$ cat src/rtl/cpu_output_buffer.sv
// cpu_output_buffer
// Captures words presented by the CPU output port (qualified by inFlag) into a
// first-word-fall-through FIFO, then drains them to a consumer over a
// valid/ready handshake. Words that arrive while the FIFO is full are dropped,
// which raises a sticky overflow flag and a saturating drop counter.
//
// Ports:
//   clock, reset        system clock, synchronous active-high reset
//   inFlag, inData      CPU output-valid pulse and word
//   dataOut, dataValid  head-of-FIFO word (0 when empty) and its valid flag
//   dataReady           consumer accepts the head word this cycle
//   count, full, empty  occupancy status
//   overflow, dropCount sticky drop flag and saturating drop count
//   clearOverflow       clears overflow and dropCount
module cpu_output_buffer #(
  parameter int WIDTH    = 32,
  parameter int DEPTH    = 8,
  parameter int PTRWIDTH = 3
) (
  input  logic                clock,
  input  logic                reset,
  input  logic                inFlag,
  input  logic [WIDTH-1:0]    inData,
  output logic [WIDTH-1:0]    dataOut,
  output logic                dataValid,
  input  logic                dataReady,
  output logic [PTRWIDTH:0]   count,
  output logic                full,
  output logic                empty,
  output logic                overflow,
  input  logic                clearOverflow,
  output logic [7:0]          dropCount
);

  localparam logic [PTRWIDTH:0] C_DEPTH = (PTRWIDTH+1)'(DEPTH);

  logic [WIDTH-1:0]    r_mem [DEPTH];
  logic [PTRWIDTH-1:0] r_wrPtr;
  logic [PTRWIDTH-1:0] r_rdPtr;
  logic [PTRWIDTH:0]   r_count;
  logic                r_overflow;
  logic [7:0]          r_dropCount;

  logic w_full;
  logic w_empty;
  logic w_pop;
  logic w_push;
  logic w_drop;

  // Status comes from the occupancy counter so full and empty stay
  // distinguishable when the pointers coincide.
  assign w_full  = (r_count == C_DEPTH);
  assign w_empty = (r_count == '0);

  // A pop in the same cycle frees a slot, so a full FIFO can still accept.
  assign w_pop  = !w_empty && dataReady;
  assign w_push = inFlag && (!w_full || w_pop);
  assign w_drop = inFlag && w_full && !w_pop;

  always_ff @(posedge clock) begin
    if (w_push) begin
      r_mem[r_wrPtr] <= inData;
    end
  end

  always_ff @(posedge clock) begin
    if (reset) begin
      r_wrPtr <= '0;
      r_rdPtr <= '0;
      r_count <= '0;
    end else begin
      if (w_push) begin
        r_wrPtr <= r_wrPtr + 1'b1;
      end
      if (w_pop) begin
        r_rdPtr <= r_rdPtr + 1'b1;
      end
      case ({w_push, w_pop})
        2'b10:   r_count <= r_count + 1'b1;
        2'b01:   r_count <= r_count - 1'b1;
        default: r_count <= r_count;
      endcase
    end
  end

  // A drop in the same cycle as a clear wins: the clear is applied first and
  // the new drop is then counted on top of it.
  always_ff @(posedge clock) begin
    if (reset) begin
      r_overflow  <= 1'b0;
      r_dropCount <= '0;
    end else if (w_drop) begin
      r_overflow <= 1'b1;
      if (clearOverflow) begin
        r_dropCount <= 8'd1;
      end else if (r_dropCount != '1) begin
        r_dropCount <= r_dropCount + 1'b1;
      end
    end else if (clearOverflow) begin
      r_overflow  <= 1'b0;
      r_dropCount <= '0;
    end
  end

  always_comb begin
    dataOut = '0;
    if (!w_empty) begin
      dataOut = r_mem[r_rdPtr];
    end
  end

  assign dataValid = !w_empty;
  assign count     = r_count;
  assign full      = w_full;
  assign empty     = w_empty;
  assign overflow  = r_overflow;
  assign dropCount = r_dropCount;

endmodule
$ cat config.mk
export PLATFORM = sky130hd
export DESIGN_NAME = cpu_output_buffer
export DESIGN_NICKNAME = d
export VERILOG_FILES = /design/src/rtl/cpu_output_buffer.sv
export SDC_FILE = /design/constraint.sdc
export NUM_CORES = 1
export LEC_CHECK = 0
export BUFFER_PORTS_ARGS = -buffer_cell sky130_fd_sc_hd__buf_2
export CAP_MARGIN = 10
export CORE_UTILIZATION = 48
export CTS_BUF_LIST = sky130_fd_sc_hd__clkbuf_16
export CTS_CLUSTER_SIZE = 24
export DETAILED_ROUTE_END_ITERATION = 12
export MAX_ROUTING_LAYER = met4
export PLACE_DENSITY = 0.66
export RECOVER_POWER = 25
export SYNTH_ARGS = -nofsm -noshare
export SYNTH_HDL_FRONTEND = slang
export SYNTH_SLANG_ARGS = --single-unit
export TNS_END_PERCENT = 5
$ cat constraint.sdc
create_clock -name clock -period 11.47 [get_ports clock]
set_clock_uncertainty 0.15 [all_clocks]
set_input_delay 0.5735 -clock clock [delete_from_list [all_inputs] [get_ports clock]]
set_output_delay 0.5735 -clock clock [all_outputs]
set_load 0.05 [all_outputs]
==> results.txt, run 1 <==
Counting the buffers created by CTS gives 28. Buffers placed on the I/O ports in this run total 84. The number of failing setup endpoints in the final timing report is 0. The number of diodes came out at 0. The post-route clock period utilization came out at 0.3341. The fraction of final layout cells with drive strength greater than 1 came out at 0.3034.

By count the netlist is led by 256 x edfxtp_1, 64 x mux4_2, 48 x nor2_1. The initial utilization of the core area, before any placement, comes to 0.4915. The main combinational cell family by area after synthesis is multiplexers. The net count reported at finish is 675. The largest area contributor in the netlist is edfxtp_1. The overall power is 0.002387 W. The number of unique standard cell types used by synthesis is 41. The via count of the routed design came out at 5244. The area growth from synthesis to layout came out at 15.91%. The cell with the biggest individual delay on the critical path is dfxtp_4. In this run the remaining antenna-violating nets after routing total 0. The post-CTS setup repair buffer count is 0.

Routability-driven placement finished with a final weighted congestion of 0.7521. The first-iteration detailed-routing DRC count came out at 363. Counting flops with a built-in enable in the synthesized netlist gives 256. The pre-antenna-repair detailed-routing pass consisted of 4 iterations. The top cell type's share of synthesized area came out at 0.7145.

The non-filler instance count after layout came out at 936. The first global-routing pass estimated 32.11 mm of wire. The aggregate routed wire length is 21.03 mm. The type of the worst min-delay path is input port to register. In the synthesized netlist the dominant register cell turns out to be edfxtp_1. The CTS tree is built.

The compound-gate portion of the synthesized area is 0.01721. The delay of the slowest critical-path stage is 0.78 ns. edfxtp_1 is the most common cell in the netlist. The count of placed standard cells including taps is 884. The placement row count came out at 54. The netlist area before placement is 10760 µm².

The die width came out at 151.7 µm. The initial antenna violation count was 0. The signal on the critical path passes through buf_4, mux4_2, mux2i_1, nor2_1, buf_2. In this run the static leakage power is 4.036 nW.

The count of final hold-check violations came out at 0. The clock tree buffer depth is 3. The run finished with clean final reports. By area the synthesized netlist is led by edfxtp_1 71%, mux4_2 13%, dfxtp_1 4.1%, mux2i_1 3.3%, nor2_1 1.7%. Setup repair after global routing left no endpoint under its margin. The die outline height is 151.7 µm. The maximum number of pins on one net before global-route repair came out at 65. The number of register bits inferred by synthesis is 278. The clock insertion delay at the later pin of the skew report came out at 0.53 ns. The half-perimeter wire length after detailed placement came out at 11.34 mm.

For this design, the sink count on the clock tree is 278. The mean area per synthesized cell came out at 20.11 µm². The number of gates resized after cts came out at 0. The post-synthesis share of cell area spent on full adders, half adders and majority gates came out at 0.004652.

The overall routing resource usage came out at 0.1980. The Yosys step of the flow raised 0 warnings. In the synthesized netlist the async set-or-reset flop fraction comes to 0.

The number of max-slew violations in the final report came out at 0. The number of hold-repair buffers added at the cts stage is 0. The setup check on the worst reg-to-reg path leaves a slack of 8.49 ns. Max-cap violations in this run came to 0.

For this run, the register share of the synthesized area comes to 0.7554. The top-level I/O count is 85. The number of global-route vias before repair came out at 5513. When the netlist entered floorplanning its net count stood at 576.

In this run the power density over the cells is 191.4 nW/µm². Of the total synthesized cell area, the portion taken by XOR and XNOR cells is 0.004070. The highest fanout seen on the critical path is 33. The count of fill cells added during filler insertion is 1696.

The highest attainable clock frequency came out at 0.2610 GHz. The worst setup path category is register to output port. Dividing the detail-routed via count by the number of cells gives 5.603. The residual DRC count came out at 0. The max-slew headroom at the worst pin is 0.3706. The CTS clock-pin slew for the worst setup and hold paths is 0.06 ns. The kind of launch point of the worst setup path is a register. For the worst setup path, the data arrival time is 3.11 ns.

The required time at the endpoint of the critical path came out at 10.75 ns. The endpoint type of the worst setup path is an output port. The floorplan core area is 21890 µm². Clock tree synthesis selected as its root buffer the cell clkbuf_16. The final routed wire length divided by cell count is 22.47 µm. The cell count after synthesis came out at 535. The count of H-tree levels built during CTS is 1. Across the VDD grid, the largest voltage drop is 149.5 µV. The share of synthesized area spent on multiplexers came out at 0.1665. For this run, the share of the core covered by cells in the final layout is 0.5697. The die covers 23020 µm². The actual transition at the worst max-transition pin is 0.9441 ns. The total overflow left after global routing is 0. The simple logic cell fraction of the synthesized area came out at 0.04012. For the finished layout, the period the worst path requires is 3.832 ns. For the final routed database, the setup TNS stands at 0 ns.
==> state kept, by name (all words and copies together) (netlist names), named ones only <==
name,count
dropCount,8
r_rdPtr,3
count,4
overflow,1
r_wrPtr,3
r_mem,256
==> area by class of cell <==
cell class              count  area, µm²  share of cell area
flip-flops and latches    278       8134              0.6523
multi-input cells         228       2557              0.2051
clock buffers              29      725.7             0.05819
repair buffers             96      484.2             0.03883
well taps                 280      350.3             0.02809
clock inverters            23      206.4             0.01655
inverters                   2      12.51            0.001003
==> power breakdown <==
group	internal, W	switching [W]	total [W]
combinational	0.000110	0.000215	0.000325
sequential	0.00113	0.0000212	0.00115
clock	0.000545	0.000365	0.000910
total	0.00179	0.000601	0.00239
==> metrics by stage <==
step           worst slack (ns)  instance area (µm²)  hold slack (ns)
5_1_grt                   7.337                12470           0.1302
2_1_floorplan             7.166                10760           0.3041
4_1_cts                   7.495                12500           0.1132
3_3_place_gp              8.088                11560           0.3060
6_report                  7.638                12470           0.1421
3_5_place_dp              8.082                11560           0.3167
==> worst max-delay path: cells and delay by family, from the launching register on <==
kind / cells / cell delay [ns]
multiplexers: 2 / 0.76
flip-flops: 1 / 0.78
buffers and inverters: 2 / 0.89
AND/OR/NAND/NOR: 1 / 0.07
==> cells in the final DEF, fill, tap and decap left out, drive strengths merged, types with 5 or more instances in the layout <==
master  Yosys  layout
nand3       8       8
inv         1       7
buf        10      75
mux4       64      64
dfxtp      22      22
nand2      10      10
a21oi      10      10
nor2       48      48
clkinv      1      12
nand2b      5       5
edfxtp    256     256
mux2i      35      35
clkbuf     17      50
==> path summary, 6_finish.rpt <==
kind                          from                   endpoint  cells past startpoint
max                       register                dataOut[19]                      5
min                  clearOverflow  dropCount[0]$_SDFFE_PP0P_                      2
max reg2reg  count[0]$_SDFFE_PP0P_      count[2]$_SDFFE_PP0P_                      9
min reg2reg  overflow$_SDFFE_PP0P_      overflow$_SDFFE_PP0P_                      2
==> cells by family (layout without fill, tap and decap cells) <==
group / count (synthesis) / after routing
xor gates and xnor gates: 5 / 5
muxes: 99 / 99
and+or+nand+nor: 93 / 93
AOI/OAI and AO/OA: 27 / 27
buffers and inverters: 29 / 150
DFF: 278 / 278
adders and majority gates: 4 / 4
==> layer usage <==
layer / track usage / up-vias / wire length, µm
met2: 0.3248 / 162 / 10670
met5: - / - / 0
li1: - / 2379 / -
met4: 0.04356 / 0 / 327
met1: 0.2638 / 2672 / 8617
met3: 0.03084 / 31 / 1409
No activity file was read; power rests on OpenSTA's default activity.
==> inputs of run 2 (changes only) <==
==> constraint.sdc (replaced) <==
create_clock -name clock -period 3.7 [get_ports clock]
set_clock_uncertainty 0.15 [all_clocks]
set_input_delay 0.185 -clock clock [delete_from_list [all_inputs] [get_ports clock]]
set_output_delay 0.185 -clock clock [all_outputs]
set_load 0.05 [all_outputs]
==> run 2 against run 1 <==
Against the previous run: sequential power rose to 3.1 times the previous value; core utilization is 1.5 points higher; total power grew to 3.0 times the previous value; critical path depth unchanged; setup slack worse by 7.1 ns; via count grew 2.6%; die area stayed put; cell area is 2.6% higher; worst hold slack better by 0.17 ns; largest cell class unchanged; largest power group unchanged; highest routed layer unchanged.
==> results.txt, run 2 (synthesis results as in run 1) <==
The number of failing setup endpoints in the final timing report came out at 0. The flip-flop count of the largest register after layout came out at 256. Routability-driven placement finished with a final weighted congestion of 0.8186.

The clock period minus worst slack came out at 3.180 ns. For the pin with the worst max-slew slack, the measured transition is 1.215 ns. The final layout contains 710 nets.

The overall routing resource usage came out at 0.1893. The clock tree buffer depth came out at 3. The clock reaches the later pin of the worst-skew pair after 0.54 ns. The instance area at placement came out at 11550 µm².

Of the cells placed in the final design, the portion with a size suffix greater than 1 is 0.2750. The initial antenna violation count is 0. Relative to the synthesized area, the layout overhead comes to 18.89%. Across all register-to-register paths, the minimum setup slack is 0.52 ns. The post-CTS setup repair buffer count is 0. The clock sink count is 278.

Entering global routing, the biggest net connects 65 pins. In this run the clock root is driven by a clkbuf_16. The power per standard cell area is 566.8 nW/µm². The starting utilization of the core area came out at 0.4915. In the finished design, the share of the clock period the worst path needs comes to 0.8595. The highest fanout seen on the critical path came out at 17. The aggregate routed wire length is 20.31 mm. The detailed-router iteration count before antenna repair is 5. Summing all non-filler instances in the final layout gives an area of 12790 µm². The floorplan core area came out at 21890 µm².

In this run the tightest slew margin relative to its limit is 0.1898. The average via count per standard cell is 5.542. Leaving out fill and tap cells, the most frequent cells in the layout are 256 x edfxtp_1, 64 x mux4_2, 63 x buf_2, 42 x nor2_1, 37 x dlygate4sd3_1. The first routing iteration left 316 violations. The sum of overflow across all layers after global routing is 0.

STA classifies the critical path startpoint as a register. The endpoint type of the worst setup path is a register. The die width is 151.7 µm. Setup repair after global routing left no endpoint under its margin. The layout has 1684 filler cells. In this run the count of I/O pins placed on the die edge is 85.

The run finished with clean final reports. The number of gates resized after cts came out at 0. The via count of the routed design came out at 5381. The count of final hold-check violations came to 0. The TritonCTS buffer count is 29. The slack of the critical path is 0.5200 ns. In this run the number of H-tree levels came out at 1. The register with the most flip-flops is r_mem. The overall power is 0.007250 W. The number of max-slew violations in the final report is 0. Leaving out fill and tap cells, the most frequent cell in the layout is edfxtp_1. The number of global-route vias before repair is 5525.

The cell leakage power is 4.158 nW. VDD sags by at most 348.4 µV. The final routed wire length divided by cell count came out at 20.92 µm. The worst hold path belongs to the class input port to register. For this run, design rule violations remaining after detail routing come to 0. The critical path arrival is 3.24 ns.

Setup total negative slack on the finished layout was measured at 0 ns. The number of max-capacitance violations reported is 0. The number of diodes came out at 0.

The die outline height is 151.7 µm. The critical path in this run is classified as register to register. Data on the critical path is required at its endpoint by 3.76 ns. The antenna violation net count after detailed routing came out at 0.

TritonCTS built the clock tree. After clock tree synthesis, the clock-pin slew on the worst setup and hold paths is 0.06 ns. The area of the die is 23020 µm². The worst setup slack before clock tree synthesis came out at 0.5056 ns. The placement row count came out at 54. The count of buffers added on input and output ports is 84. The half-perimeter wire length after detailed placement is 11.55 mm. The highest attainable clock frequency is 0.3145 GHz. The first global-routing pass estimated 31.35 mm of wire.
-- run 2: cell count changes in the layout (fill, tap and decap cells not counted), sizes merged --
cell	change
buf	-3
bufinv	-3
clkinv	+2
clkinvlp	-2
dlygate4sd3	+37
inv	+4
-- run 2: area by class of cell --
class                           count  area, µm²  share of cell area
Clock buffer                       29      725.7             0.05673
Clock inverter                     24      132.6             0.01037
Sequential cell                   278       8137              0.6361
Tap cell                          280      350.3             0.02739
Inverter                            2      12.51           0.0009782
Timing Repair Buffer              130      869.6             0.06798
Multi-Input combinational cell    228       2564              0.2004
-- run 2: worst paths after layout --
| kind | startpoint | to | depth (start not counted) |
|---|---|---|---|
| setup / recovery | count[1]$_SDFFE_PP0P_ | r_mem[0][19]$_DFFE_PP_ | 5 |
| hold / removal | inData[7] | r_mem[6][7]$_DFFE_PP_ | 2 |
| setup reg to reg | count[1]$_SDFFE_PP0P_ | r_mem[0][19]$_DFFE_PP_ | 5 |
| hold reg to reg | r_rdPtr[1]$_SDFFE_PP0N_ | register | 2 |
-- run 2: report_power, final --
| group | switching (W) | internal, W |
|---|---|---|
| Combinational | 0.000663 | 0.000380 |
| Sequential | 0.0000806 | 0.00350 |
| Clock | 0.00114 | 0.00148 |
-- run 2: critical path: stages (launching register included) --
cell	delay, ns
dfxtp_1	0.49
or4b_1	0.40
o21ai_1	0.17
or2_2	0.41
nor3_4	0.79
buf_4	0.43
-- run 2: layer usage --
layer,GRT usage,share of wire
met1,0.2546,0.45
met2,0.3059,0.49
met3,0.02994,0.042
met4,0.04505,0.018
met5,-,0
-- run 2: through the flow --
step / hold slack, ns / utilization / cells
2_1_floorplan: 0.1247 / - / 535
3_3_place_gp: 0.2818 / 0.5275 / 879
3_5_place_dp: 0.2988 / 0.5275 / 879
4_1_cts: 0.2833 / 0.5837 / 969
5_1_grt: 0.3356 / 0.5843 / 971
6_report: 0.3097 / 0.5843 / 971
-- run 2: repair_timing --
| action | in CTS | in global routing |
|---|---|---|
| hold buffers | 37 | 0 |
| setup endpoints to repair | 0 | 0 |
| endpoints found under the hold margin | 278 | 0 |
==> inputs of run 3 (changes only) <==
--- a/config.mk
+++ b/config.mk
@@ -7,12 +7,13 @@
 export LEC_CHECK = 0
 export BUFFER_PORTS_ARGS = -buffer_cell sky130_fd_sc_hd__buf_2
 export CAP_MARGIN = 10
+export CORE_ASPECT_RATIO = 0.8
 export CORE_UTILIZATION = 48
 export CTS_BUF_LIST = sky130_fd_sc_hd__clkbuf_16
 export CTS_CLUSTER_SIZE = 24
 export DETAILED_ROUTE_END_ITERATION = 12
 export MAX_ROUTING_LAYER = met4
-export PLACE_DENSITY = 0.66
+export PLACE_DENSITY_LB_ADDON = 0.25
 export RECOVER_POWER = 25
 export SYNTH_ARGS = -nofsm -noshare
 export SYNTH_HDL_FRONTEND = slang
==> run 3 against run 2 <==
Against the previous run: total power up 0.90%; sequential share of layout area down 0.68 points; clock power up 2%; register-to-register slack better by 0.44 ns; cell area up 1.1%; setup slack better by 0.16 ns; critical path depth unchanged; first-iteration DRC count up 49%; wire length up 1.4%; final cell count up 2.6%; combinational power about the same; maximum frequency up 5.3%.
==> results.txt, run 3 (synthesis results as in run 1) <==
The met2 demand-to-capacity share in global routing came out at 0.3144. The actual transition at the worst max-transition pin came out at 1.112 ns. The number of global-route vias before repair came out at 5695. The placement row count is 48.

The count of final hold-check violations came out at 0. The initial antenna violation count is 0. The die outline height is 135.9 µm.

TritonCTS built the clock tree. The power per standard cell area is 565.9 nW/µm². The worst setup slack before clock tree synthesis is 0.9548 ns. The utilization of the core after routing came out at 0.5929. The critical register-to-register path startpoint is count[0]$_SDFFE_PP0P_. The first-pass GRT wire length is 32.40 mm.

The run finished with clean final reports. The critical path arrival is 2.69 ns. The routing usage on met1 came out at 0.2648. The flip-flop count of the largest register after layout came out at 256.

For the final routed database, the setup TNS stands at 0 ns. The fraction of final layout cells with drive strength greater than 1 came out at 0.2902. After detailed routing, the average wire length per cell comes to 20.68 µm. CTS placed an instance of clkbuf_16 at the clock tree root. The critical path is of the register to output port type. The clock insertion delay at the later pin of the skew report came out at 0.53 ns. The setup slack on the worst flop-to-flop path is 0.96 ns. The max-slew headroom at the worst pin is 0.2571. The count of H-tree levels built during CTS came out at 1. Tracing the worst setup path back leads to its startpoint at count[0]$_SDFFE_PP0P_. The number of max-slew violations in the final report came out at 0. Leaving out fill and tap cells, the most frequent cells in the layout are 256 x edfxtp_1, 64 x mux4_2, 63 x buf_2, 42 x nor2_1, 37 x dlygate4sd3_1. The number of diodes came out at 0.

Of the available clock period, the critical path in the final layout requires 0.8163. Setup repair after global routing left no endpoint under its margin. The area growth from synthesis to layout came out at 20.14%. The aggregate routed wire length came out at 20.60 mm.

Before antenna repair, the detailed router went through 5 iterations. The tightest min-delay check is of the input port to register type. The routability congestion estimate is 0.7835. The clock sink count came out at 278. Port buffering added 84 buffers. The overall routing resource usage is 0.1939.

Setup violations remaining at the end of the flow were counted as 0. The power spent charging and discharging nets came out at 0.001876 W. After legalization and detailed placement, the total HPWL measured 11.81 mm. The area of the die is 23020 µm². The overall power is 0.007315 W. The required time at the endpoint of the critical path came out at 3.37 ns. The power share of the sequential group is 0.487. The sum of overflow across all layers after global routing is 0. The cell leakage power came out at 4.197 nW.

The first-iteration detailed-routing DRC count is 470. The net switching fraction of the power came out at 0.2564. The top-level I/O count came out at 85. The die width came out at 169.4 µm. The core region is 21800 µm². The number of gates resized after cts came out at 0. Counting flops per register, the top entry is r_mem. The maximum number of pins on one net before global-route repair came out at 65. The part of the power in the clock network is 0.366. The detail route stage leaves a number of antenna-violating nets equal to 0.

The highest attainable clock frequency came out at 0.3311 GHz. In this run the most critical hold path is launched from inData[8]. STA classifies the critical path startpoint as a register.

The leading cell type in the layout, fill and taps excluded is edfxtp_1. The clock passes through at most 3 buffers. The CTS clock-pin slew for the worst setup and hold paths is 0.06 ns.

The cell-internal power is 0.005439 W. In this run the most used layer during global routing was met2. The net count reported at finish is 716.

For the finished layout, the period the worst path requires is 3.020 ns. The number of max-capacitance violations reported came out at 0. The via count of the routed design came out at 5440.

The highest fanout seen on the critical path is 21. VDD sags by at most 329.5 µV. The slack of the critical path came out at 0.6798 ns. In the routed layout, each cell is associated on average with a via count of 5.462. The worst setup path is captured at an output port. The met3 layer usage reported by global route is 0.02766. For this configuration, the core starts out at a cell density of 0.4935. The residual DRC count came out at 0. The TritonCTS buffer count came out at 28. The share of total power dissipated in combinational logic is 0.147.
run 3: changes by cell type in the layout (fill, tap and decap cells not counted), sizes merged:
cell / before / now
buf: 72 / 79
clkinvlp: 0 / 3
inv: 11 / 6
bufinv: 1 / 2
clkinv: 14 / 13
run 3: cell type report:
cell class	instances	area, µm²
Multi-Input combinational cell	228	2564
Sequential cell	278	8134
Clock buffer	29	725.7
Inverter	2	12.51
Clock inverter	22	155.1
Fill cell	1604	8875
Timing Repair Buffer	137	959.7
Tap cell	300	375.4
run 3: final timing paths:
check / endpoint / cells after the start
setup / recovery: dataOut[0] / 5
hold / removal: r_mem[4][8]$_DFFE_PP_ / 2
setup reg to reg: r_mem[5][23]$_DFFE_PP_ / 4
hold reg to reg: overflow$_SDFFE_PP0P_ / 2
run 3: per-layer routing:
layer | up-vias | wire length [µm]
li1 | 2464 | -
met1 | 2797 | 9279
met2 | 146 | 10080
met3 | 33 | 882
met4 | 0 | 352
met5 | - | 0
run 3: power groups by stage:
stage | registers (W) | clock network, W | logic, W
global route | 0.00357 | 0.00285 | 0.00115
global placement | 0.00363 | 0 | 0.00105
detailed placement | 0.00363 | 0 | 0.00106
finish | 0.00356 | 0.00268 | 0.00107
CTS | 0.00357 | 0.00273 | 0.00110
floorplan | 0.00361 | 0 | 0.000791
run 3: metrics by stage:
stage	area (µm²)	hold WS [ns]	instances
after global placement	11700	0.2799	908
after detailed placement	11700	0.2930	908
after global routing	12930	0.3569	996
final	12930	0.3244	996
after CTS	12950	0.2919	996
after floorplan	10760	0.1247	535
run 3: critical path, cell delays in order (launching register included):
cell     delay (ns)
dfxtp_1        0.37
or4_1          0.65
inv_2          0.32
buf_4          0.39
nor2_1         0.16
buf_2          0.24
run 3: repair_timing:
item,CTS,global route
setup buffers,0,0
endpoints found under the hold margin,278,0
hold buffers,37,0
endpoints found under the setup margin,0,0
